--- src/rtl/alu_mc_if.sv ---
// alu_mc_if: operand-issue and result-return bundle for alu_mc.
//   Input side : in_valid, in_ready, op, a, b
//   Output side: out_valid, out_ready, result, zero, carry, overflow
// Handshake: a transfer happens on a rising clk edge where valid && ready are
// both 1. The producer holds its payload stable while valid=1 and ready=0;
// valid never waits on ready. The block drives the input ready and the
// output valid/payload.
// Modports: master = decode/writeback side, slave = the ALU.
interface alu_mc_if #(
  parameter int WIDTH = 32
) ();
  logic             in_valid;
  logic             in_ready;
  logic [2:0]       op;
  logic [WIDTH-1:0] a;
  logic [WIDTH-1:0] b;
  logic             out_valid;
  logic             out_ready;
  logic [WIDTH-1:0] result;
  logic             zero;
  logic             carry;
  logic             overflow;

  modport master (
    output in_valid, op, a, b, out_ready,
    input  in_ready, out_valid, result, zero, carry, overflow
  );

  modport slave (
    input  in_valid, op, a, b, out_ready,
    output in_ready, out_valid, result, zero, carry, overflow
  );
endinterface

--- src/rtl/alu_mc.sv ---
// alu_mc: parametrised multi-cycle ALU with valid/ready on input and output.
// Ops: 000 OR, 001 AND, 010 ADD, 011 SUB, 100 SLT, 101 SLL, 110 SRL, 111 MUL.
// Every op except MUL is computed at the accept edge, so its result is valid in
// the following cycle. MUL is an iterative shift-add that takes WIDTH cycles.
// Ports:
//   clk         in   rising-edge clock
//   rst_n       in   asynchronous active-low reset
//   bus         slave modport of alu_mc_if (handshakes, operands, result, flags)
//   o_dbg_state out  current FSM state (IDLE=0, MUL=1, DONE=2)
module alu_mc #(
  parameter int WIDTH = 32
) (
  input  logic       clk,
  input  logic       rst_n,
  alu_mc_if.slave    bus,
  output logic [1:0] o_dbg_state
);

  localparam int SHW = $clog2(WIDTH);

  localparam logic [2:0] OP_OR  = 3'd0;
  localparam logic [2:0] OP_AND = 3'd1;
  localparam logic [2:0] OP_ADD = 3'd2;
  localparam logic [2:0] OP_SUB = 3'd3;
  localparam logic [2:0] OP_SLT = 3'd4;
  localparam logic [2:0] OP_SLL = 3'd5;
  localparam logic [2:0] OP_SRL = 3'd6;
  localparam logic [2:0] OP_MUL = 3'd7;

  localparam logic [1:0] S_IDLE = 2'd0;
  localparam logic [1:0] S_MUL  = 2'd1;
  localparam logic [1:0] S_DONE = 2'd2;

  logic [1:0]         r_state;
  logic [2*WIDTH-1:0] r_mcand;   // multiplicand, shifted left once per step
  logic [2*WIDTH-1:0] r_acc;     // product accumulator
  logic [WIDTH-1:0]   r_mplier;  // multiplier, LSB is the current bit
  logic [SHW-1:0]     r_cnt;
  logic [WIDTH-1:0]   r_result;
  logic               r_zero;
  logic               r_carry;
  logic               r_ovf;

  logic               w_in_ready;
  logic               w_accept;
  logic               w_is_sub;
  logic [WIDTH-1:0]   w_b_op;
  logic [WIDTH:0]     w_sum;
  logic [SHW-1:0]     w_shamt;
  logic [WIDTH-1:0]   w_res;
  logic               w_carry;
  logic               w_ovf;
  logic [2*WIDTH-1:0] w_acc_next;

  // Ready depends only on state and out_ready, never on in_valid.
  assign w_in_ready = (r_state == S_IDLE) || ((r_state == S_DONE) && bus.out_ready);
  assign w_accept   = bus.in_valid && w_in_ready;

  assign bus.in_ready  = w_in_ready;
  assign bus.out_valid = (r_state == S_DONE);
  assign bus.result    = r_result;
  assign bus.zero      = r_zero;
  assign bus.carry     = r_carry;
  assign bus.overflow  = r_ovf;
  assign o_dbg_state   = r_state;

  // Single-cycle datapath on the incoming operands.
  always_comb begin
    w_is_sub = (bus.op == OP_SUB);
    // SUB is a + ~b + 1, so the carry-out means a >= b unsigned.
    w_b_op   = w_is_sub ? ~bus.b : bus.b;
    w_sum    = {1'b0, bus.a} + {1'b0, w_b_op} + {{WIDTH{1'b0}}, w_is_sub};
    w_shamt  = bus.b[SHW-1:0];
    w_res    = '0;
    w_carry  = 1'b0;
    w_ovf    = 1'b0;
    case (bus.op)
      OP_OR:  w_res = bus.a | bus.b;
      OP_AND: w_res = bus.a & bus.b;
      OP_ADD, OP_SUB: begin
        w_res   = w_sum[WIDTH-1:0];
        w_carry = w_sum[WIDTH];
        // Overflow: both addends share a sign that the sum does not.
        w_ovf   = (bus.a[WIDTH-1] == w_b_op[WIDTH-1]) &&
                  (w_sum[WIDTH-1] != bus.a[WIDTH-1]);
      end
      OP_SLT: w_res = {{(WIDTH-1){1'b0}}, ($signed(bus.a) < $signed(bus.b))};
      OP_SLL: w_res = bus.a << w_shamt;
      OP_SRL: w_res = bus.a >> w_shamt;
      default: w_res = '0;
    endcase
  end

  assign w_acc_next = r_mplier[0] ? (r_acc + r_mcand) : r_acc;

  always_ff @(posedge clk or negedge rst_n) begin
    if (!rst_n) begin
      r_state  <= S_IDLE;
      r_mcand  <= '0;
      r_acc    <= '0;
      r_mplier <= '0;
      r_cnt    <= '0;
      r_result <= '0;
      r_zero   <= 1'b0;
      r_carry  <= 1'b0;
      r_ovf    <= 1'b0;
    end else begin
      case (r_state)
        S_IDLE, S_DONE: begin
          if (w_accept) begin
            if (bus.op == OP_MUL) begin
              r_state  <= S_MUL;
              r_mcand  <= {{WIDTH{1'b0}}, bus.a};
              r_mplier <= bus.b;
              r_acc    <= '0;
              r_cnt    <= SHW'(WIDTH - 1);
            end else begin
              r_state  <= S_DONE;
              r_result <= w_res;
              r_zero   <= (w_res == '0);
              r_carry  <= w_carry;
              r_ovf    <= w_ovf;
            end
          end else if ((r_state == S_DONE) && bus.out_ready) begin
            r_state <= S_IDLE;
          end
        end
        S_MUL: begin
          r_acc    <= w_acc_next;
          r_mcand  <= r_mcand << 1;
          r_mplier <= r_mplier >> 1;
          r_cnt    <= r_cnt - SHW'(1);
          if (r_cnt == '0) begin
            // Last multiplier bit folded in this cycle; publish the product.
            r_state  <= S_DONE;
            r_result <= w_acc_next[WIDTH-1:0];
            r_zero   <= (w_acc_next[WIDTH-1:0] == '0);
            r_carry  <= |w_acc_next[2*WIDTH-1:WIDTH];
            r_ovf    <= 1'b0;
          end
        end
        default: r_state <= S_IDLE;
      endcase
    end
  end

endmodule

--- src/flat_wrapper.sv ---
// flat-port wrapper written by rule: the top's interface ports become plain ports
module alu_mc_flat 
#(
  parameter int WIDTH = 32
)
  (clk, rst_n, o_dbg_state, bus_in_valid, bus_op, bus_a, bus_b, bus_out_ready, bus_in_ready, bus_out_valid, bus_result, bus_zero, bus_carry, bus_overflow);
  alu_mc_if #(.WIDTH(WIDTH)) bus_i ();
  input  logic clk;
  input  logic rst_n;
  output logic [1:0] o_dbg_state;
  input wire logic [$bits(bus_i.in_valid)-1:0] bus_in_valid;
  input wire logic [$bits(bus_i.op)-1:0] bus_op;
  input wire logic [$bits(bus_i.a)-1:0] bus_a;
  input wire logic [$bits(bus_i.b)-1:0] bus_b;
  input wire logic [$bits(bus_i.out_ready)-1:0] bus_out_ready;
  output wire logic [$bits(bus_i.in_ready)-1:0] bus_in_ready;
  output wire logic [$bits(bus_i.out_valid)-1:0] bus_out_valid;
  output wire logic [$bits(bus_i.result)-1:0] bus_result;
  output wire logic [$bits(bus_i.zero)-1:0] bus_zero;
  output wire logic [$bits(bus_i.carry)-1:0] bus_carry;
  output wire logic [$bits(bus_i.overflow)-1:0] bus_overflow;
  assign bus_i.in_valid = bus_in_valid;
  assign bus_i.op = bus_op;
  assign bus_i.a = bus_a;
  assign bus_i.b = bus_b;
  assign bus_i.out_ready = bus_out_ready;
  assign bus_in_ready = bus_i.in_ready;
  assign bus_out_valid = bus_i.out_valid;
  assign bus_result = bus_i.result;
  assign bus_zero = bus_i.zero;
  assign bus_carry = bus_i.carry;
  assign bus_overflow = bus_i.overflow;
  alu_mc #(.WIDTH(WIDTH)) u_core (.clk(clk), .rst_n(rst_n), .bus(bus_i), .o_dbg_state(o_dbg_state));
endmodule
--- config.mk ---
export PLATFORM = sky130hd
export DESIGN_NAME = alu_mc_flat
export DESIGN_NICKNAME = d
export VERILOG_FILES = /design/src/rtl/alu_mc_if.sv /design/src/rtl/alu_mc.sv /design/src/flat_wrapper.sv
export SDC_FILE = /design/constraint.sdc
export NUM_CORES = 1
export LEC_CHECK = 0
export CAP_MARGIN = 20
export CORE_MARGIN = 5
export CORE_UTILIZATION = 35
export DETAILED_ROUTE_END_ITERATION = 7
export PLACE_DENSITY = 0.55
export SYNTH_ARGS = -nofsm -noshare
export SYNTH_HDL_FRONTEND = slang
export SYNTH_SLANG_ARGS = --single-unit
--- constraint.sdc ---
create_clock -name clk -period 6.5 [get_ports clk]
set_input_delay 0.975 -clock clk [delete_from_list [all_inputs] [get_ports clk]]
set_output_delay 0.975 -clock clk [all_outputs]
set_load 0.05 [all_outputs]
==> results.md <==
- Vias post-DR: about 21000
- Initial Utilization: between 30% and 40%
- Fin worst setup slack: around 1.3 ns
- Hold_buf cts: 0
- IO Count: 110
- Number of max-cap violations: 0
- Syn_nets: between 2000 and 3000
- Post-Synthesis Cells: ~2700
- Pleak: 10.4 nW
- Worst endpoint required time: between 6 and 7 ns
- Slowest-stage cell, CP: o311ai_0
- Post-CTS Setup Bufs: 0
- Die ar.: approximately 0.066 mm2
- Placed cell area: around 0.023 mm2
- CP Cell Sequence: ha_1 -> fa_1 -> a211o_1 -> a211oi_1 -> or3_1 -> a21oi_1 -> o311ai_0 -> a21o_1 -> nand4_1 -> a31oi_1 -> nand4_1 -> nor4b_1 -> a31oi_1
- Pwr Density: approximately 350 mW/mm2
- Die Span X: around 260 um
- Final Setup Violations: 0
- Setup_tns: 0 ns
- DP Wirelength: 68000 um
- Fin crit share: around four fifths
- Row count: 90
- Max Clk Rate: between 150 and 200 MHz
- Routed Antenna Nets: 0
- Area Overhead vs Synth: 13.3%
- CTS Sinks: a little over 200
- Worst slew pin tran: between 1 and 1.5 ns
- Met1 WL: between 30000 and 40000 um
- Post-synth top flop: dfrtp_1
- Register Area: 0.00506 mm2
- Critical path class: reg2reg
- Hold Vio Cnt, Final: 0
- Share of cells above drive strength 1: a little under a tenth
- Die Ht: ~260 um
- Clock tree root buffer cell: clkbuf_16
- Met3 WL: between 5000 and 6000 um
- CP max FO: 4
- Mean Syn Cell Area: around 8.0 um2
- Critical Path Source Type: flip-flop
- Antenna violations before repair: 1
- RSZ-0062 raised after global routing: false
- Nets@finish: 2990
- Ant diodes: 0
- Met2 routed WL: between 40000 and 50000 um
- WL final: 88100 um
- Syn. warnings: 0
- Max Slew Vio Count: 0
- CTS max path bufs: 3
- Post-synth EDFFs: 0
- Worst Skew: about 0.026 ns
- Slew headroom: between 20% and 30%
- Status: finished, final reports clean
- Inserted Clock Buffers: 28
- Hold WC Path Type: in2async
- Residual DRC: 0
- Ys async rst share: 100%
- Multi-input logic area: ~0.015 mm2
- Top Metal Used: met4
- Worst Setup End Kind: flip-flop
- Post-layout min period: between 5 and 6 ns
- Cell variety after synth: between 90 and 100
- Core ar.: slightly above 0.06 mm2
- First-pass GRT wire length: about 130000 um
- Worst skew pair latency: between 0.6 and 0.7 ns
- Fill cell count: between 6000 and 7000
- Mean number of vias per cell: about 6
- H-tree levels: 1
- Number of gates resized after CTS: 0
- Sequential fraction of the synthesis area: 23.6%
- Max stage delay on crit path: between 0.8 and 0.9 ns
- CTS tree: built
- Post-Place Setup Slack: around 0.9 ns
- Total power after layout: roughly 8.5 mW
- Number of port buffers: between 100 and 150
- Detailed Routing Iterations Pass 1: 6
- Largest net degree at the start of global routing: approximately 120
- Drt initial violations: between 1500 and 2000
- Reg clk slew, reported paths: around 0.060 ns
- #FFs+latches synth: a little over 200
- Total track usage: 25.5%
- Worst EP arrival: about 5.6 ns
- Mapped Area: around 0.021 mm2
- Vias in the first global route: between 20000 and 25000
- Gp weighted congestion: 1.03
- VDD IR-drop max: ~0.22 mV
- Per-cell routed wire length: 25.0 um
- Post-route cell area: approximately 0.024 mm2
- Total gr overflow: 0
-- power breakdown --
group          internal (mW)  switching [mW]  leakage [nW]  total (mW)
combinational           1.76            3.05          7.40        4.81
sequential              1.69           0.420          2.53        2.11
clock                  0.926           0.680         0.453        1.61
-- cell usage after synthesis (8+ instances only) --
| cell | n | area share [%] |
|---|---|---|
| and4_1 | 8 | 0.33 |
| a211o_1 | 14 | 0.57 |
| a22oi_1 | 30 | 1.1 |
| nand2_1 | 355 | 6.2 |
| mux2i_1 | 62 | 2.9 |
| xor2_1 | 20 | 0.82 |
| o21a_1 | 15 | 0.53 |
| a21oi_1 | 206 | 4.8 |
| buf_1 | 23 | 0.40 |
| and2_1 | 12 | 0.35 |
| a221oi_1 | 12 | 0.49 |
| nor2b_1 | 21 | 0.61 |
| a31oi_1 | 28 | 0.82 |
| or3_1 | 15 | 0.44 |
| and3_1 | 15 | 0.44 |
| inv_1 | 109 | 1.9 |
| nor2_1 | 281 | 4.9 |
| a21o_1 | 43 | 1.5 |
| nand2b_1 | 16 | 0.47 |
| o22ai_1 | 49 | 1.4 |
| nand3_1 | 76 | 1.8 |
| dfrtp_1 | 202 | 24 |
| a22o_1 | 14 | 0.57 |
| ha_1 | 201 | 12 |
| o21ai_0 | 211 | 4.9 |
| o211ai_1 | 24 | 0.84 |
| nand4_1 | 43 | 1.3 |
| xnor2_1 | 72 | 2.9 |
| o221ai_1 | 8 | 0.33 |
| mux2_2 | 24 | 1.3 |
| o31ai_1 | 13 | 0.46 |
| nor3_1 | 47 | 1.1 |
| clkbuf_1 | 133 | 2.3 |
| buf_2 | 13 | 0.30 |
| a211oi_1 | 27 | 0.95 |
| mux4_2 | 58 | 6.1 |
| o21bai_1 | 25 | 0.88 |
| nor4_1 | 17 | 0.50 |
-- cells in the final DEF, fill, tap and decap left out, types with 27 or more instances in the layout --
| cell type | netlist | routed |
|---|---|---|
| o22ai_1 | 49 | 49 |
| nand3_1 | 76 | 76 |
| a21o_1 | 43 | 43 |
| o21ai_0 | 211 | 211 |
| xnor2_1 | 72 | 72 |
| ha_1 | 201 | 201 |
| nor2_1 | 281 | 280 |
| mux4_2 | 58 | 58 |
| a22oi_1 | 30 | 30 |
| nand2_1 | 355 | 353 |
| clkdlybuf4s50_1 | 0 | 103 |
| a21oi_1 | 206 | 206 |
| dfrtp_1 | 202 | 201 |
| buf_4 | 1 | 60 |
| inv_1 | 109 | 109 |
| mux2i_1 | 62 | 62 |
| a31oi_1 | 28 | 27 |
| a211oi_1 | 27 | 27 |
| nor3_1 | 47 | 46 |
| nand4_1 | 43 | 43 |
| clkbuf_16 | 0 | 28 |
-- through the flow --
stage          hold slack (ns)  instances  utilization, %
2_1_floorplan            0.446       2692               -
3_3_place_gp             0.461       3467            38.5
3_5_place_dp             0.464       3468            38.5
4_1_cts                  0.380       3520            40.1
5_1_grt                  0.399       3520            40.1
6_report                 0.367       3520            40.1
-- worst paths after layout --
path                                  startpoint                     to  slack [ns]  depth (start not counted)
max in group asynchronous                  rst_n    u_core.r_mplier[25]        5.00                          2
setup reg to reg               u_core.r_mcand[0]       u_core.bus.carry        1.33                         13
hold reg to reg            u_core.bus.result[15]  u_core.bus.result[15]        0.47                          2
hold / removal                             rst_n     u_core.r_mcand[59]        0.37                          1
min in group clk           u_core.bus.result[15]  u_core.bus.result[15]        0.47                          2
setup / recovery               u_core.r_mcand[0]       u_core.bus.carry        1.33                         13
-- sequential cells by signal, indices dropped and copies added (netlist names) --
name / cells
u_core.bus.zero: 1
u_core.r_acc: 64
u_core.o_dbg_state: 2
u_core.r_cnt: 5
u_core.bus.overflow: 1
u_core.bus.result: 32
u_core.r_mplier: 32
u_core.bus.carry: 1
u_core.r_mcand: 64
-- logic make-up after synthesis --
family	after synthesis	share of synthesized area [%]
multiplexers	149	10.9
AO/OA/AOI/OAI	811	24.4
AND/OR/NAND/NOR	948	20.1
buffers and inverters	287	5.31
flip-flops	202	23.6
XOR/XNOR	92	3.76
adder cells (fa/ha/maj)	203	11.9
-- worst max-delay path: cells and delay by family (launching register included) --
family                   cells  cell delay [ns]
AO/OA/AOI/OAI                7             2.52
adder cells (fa/ha/maj)      2             0.69
flip-flops                   1             0.43
AND/OR/NAND/NOR              4             1.34
-- layout make-up --
type	count	share of cell area, %
Clock inverter	19	0.867
Clock buffer	33	3.13
Multi-Input combinational cell	2203	63.0
Sequential cell	202	20.8
Tap cell	782	4.03
Inverter	112	1.73
Timing Repair Buffer	169	6.40
-- per-layer routing --
layer	vias up	track usage, %
met5	-	0
met4	0	8.38
met3	170	3.99
met2	830	42.0
met1	10400	34.4
li1	9912	-
(Power assumes the default switching activity.)
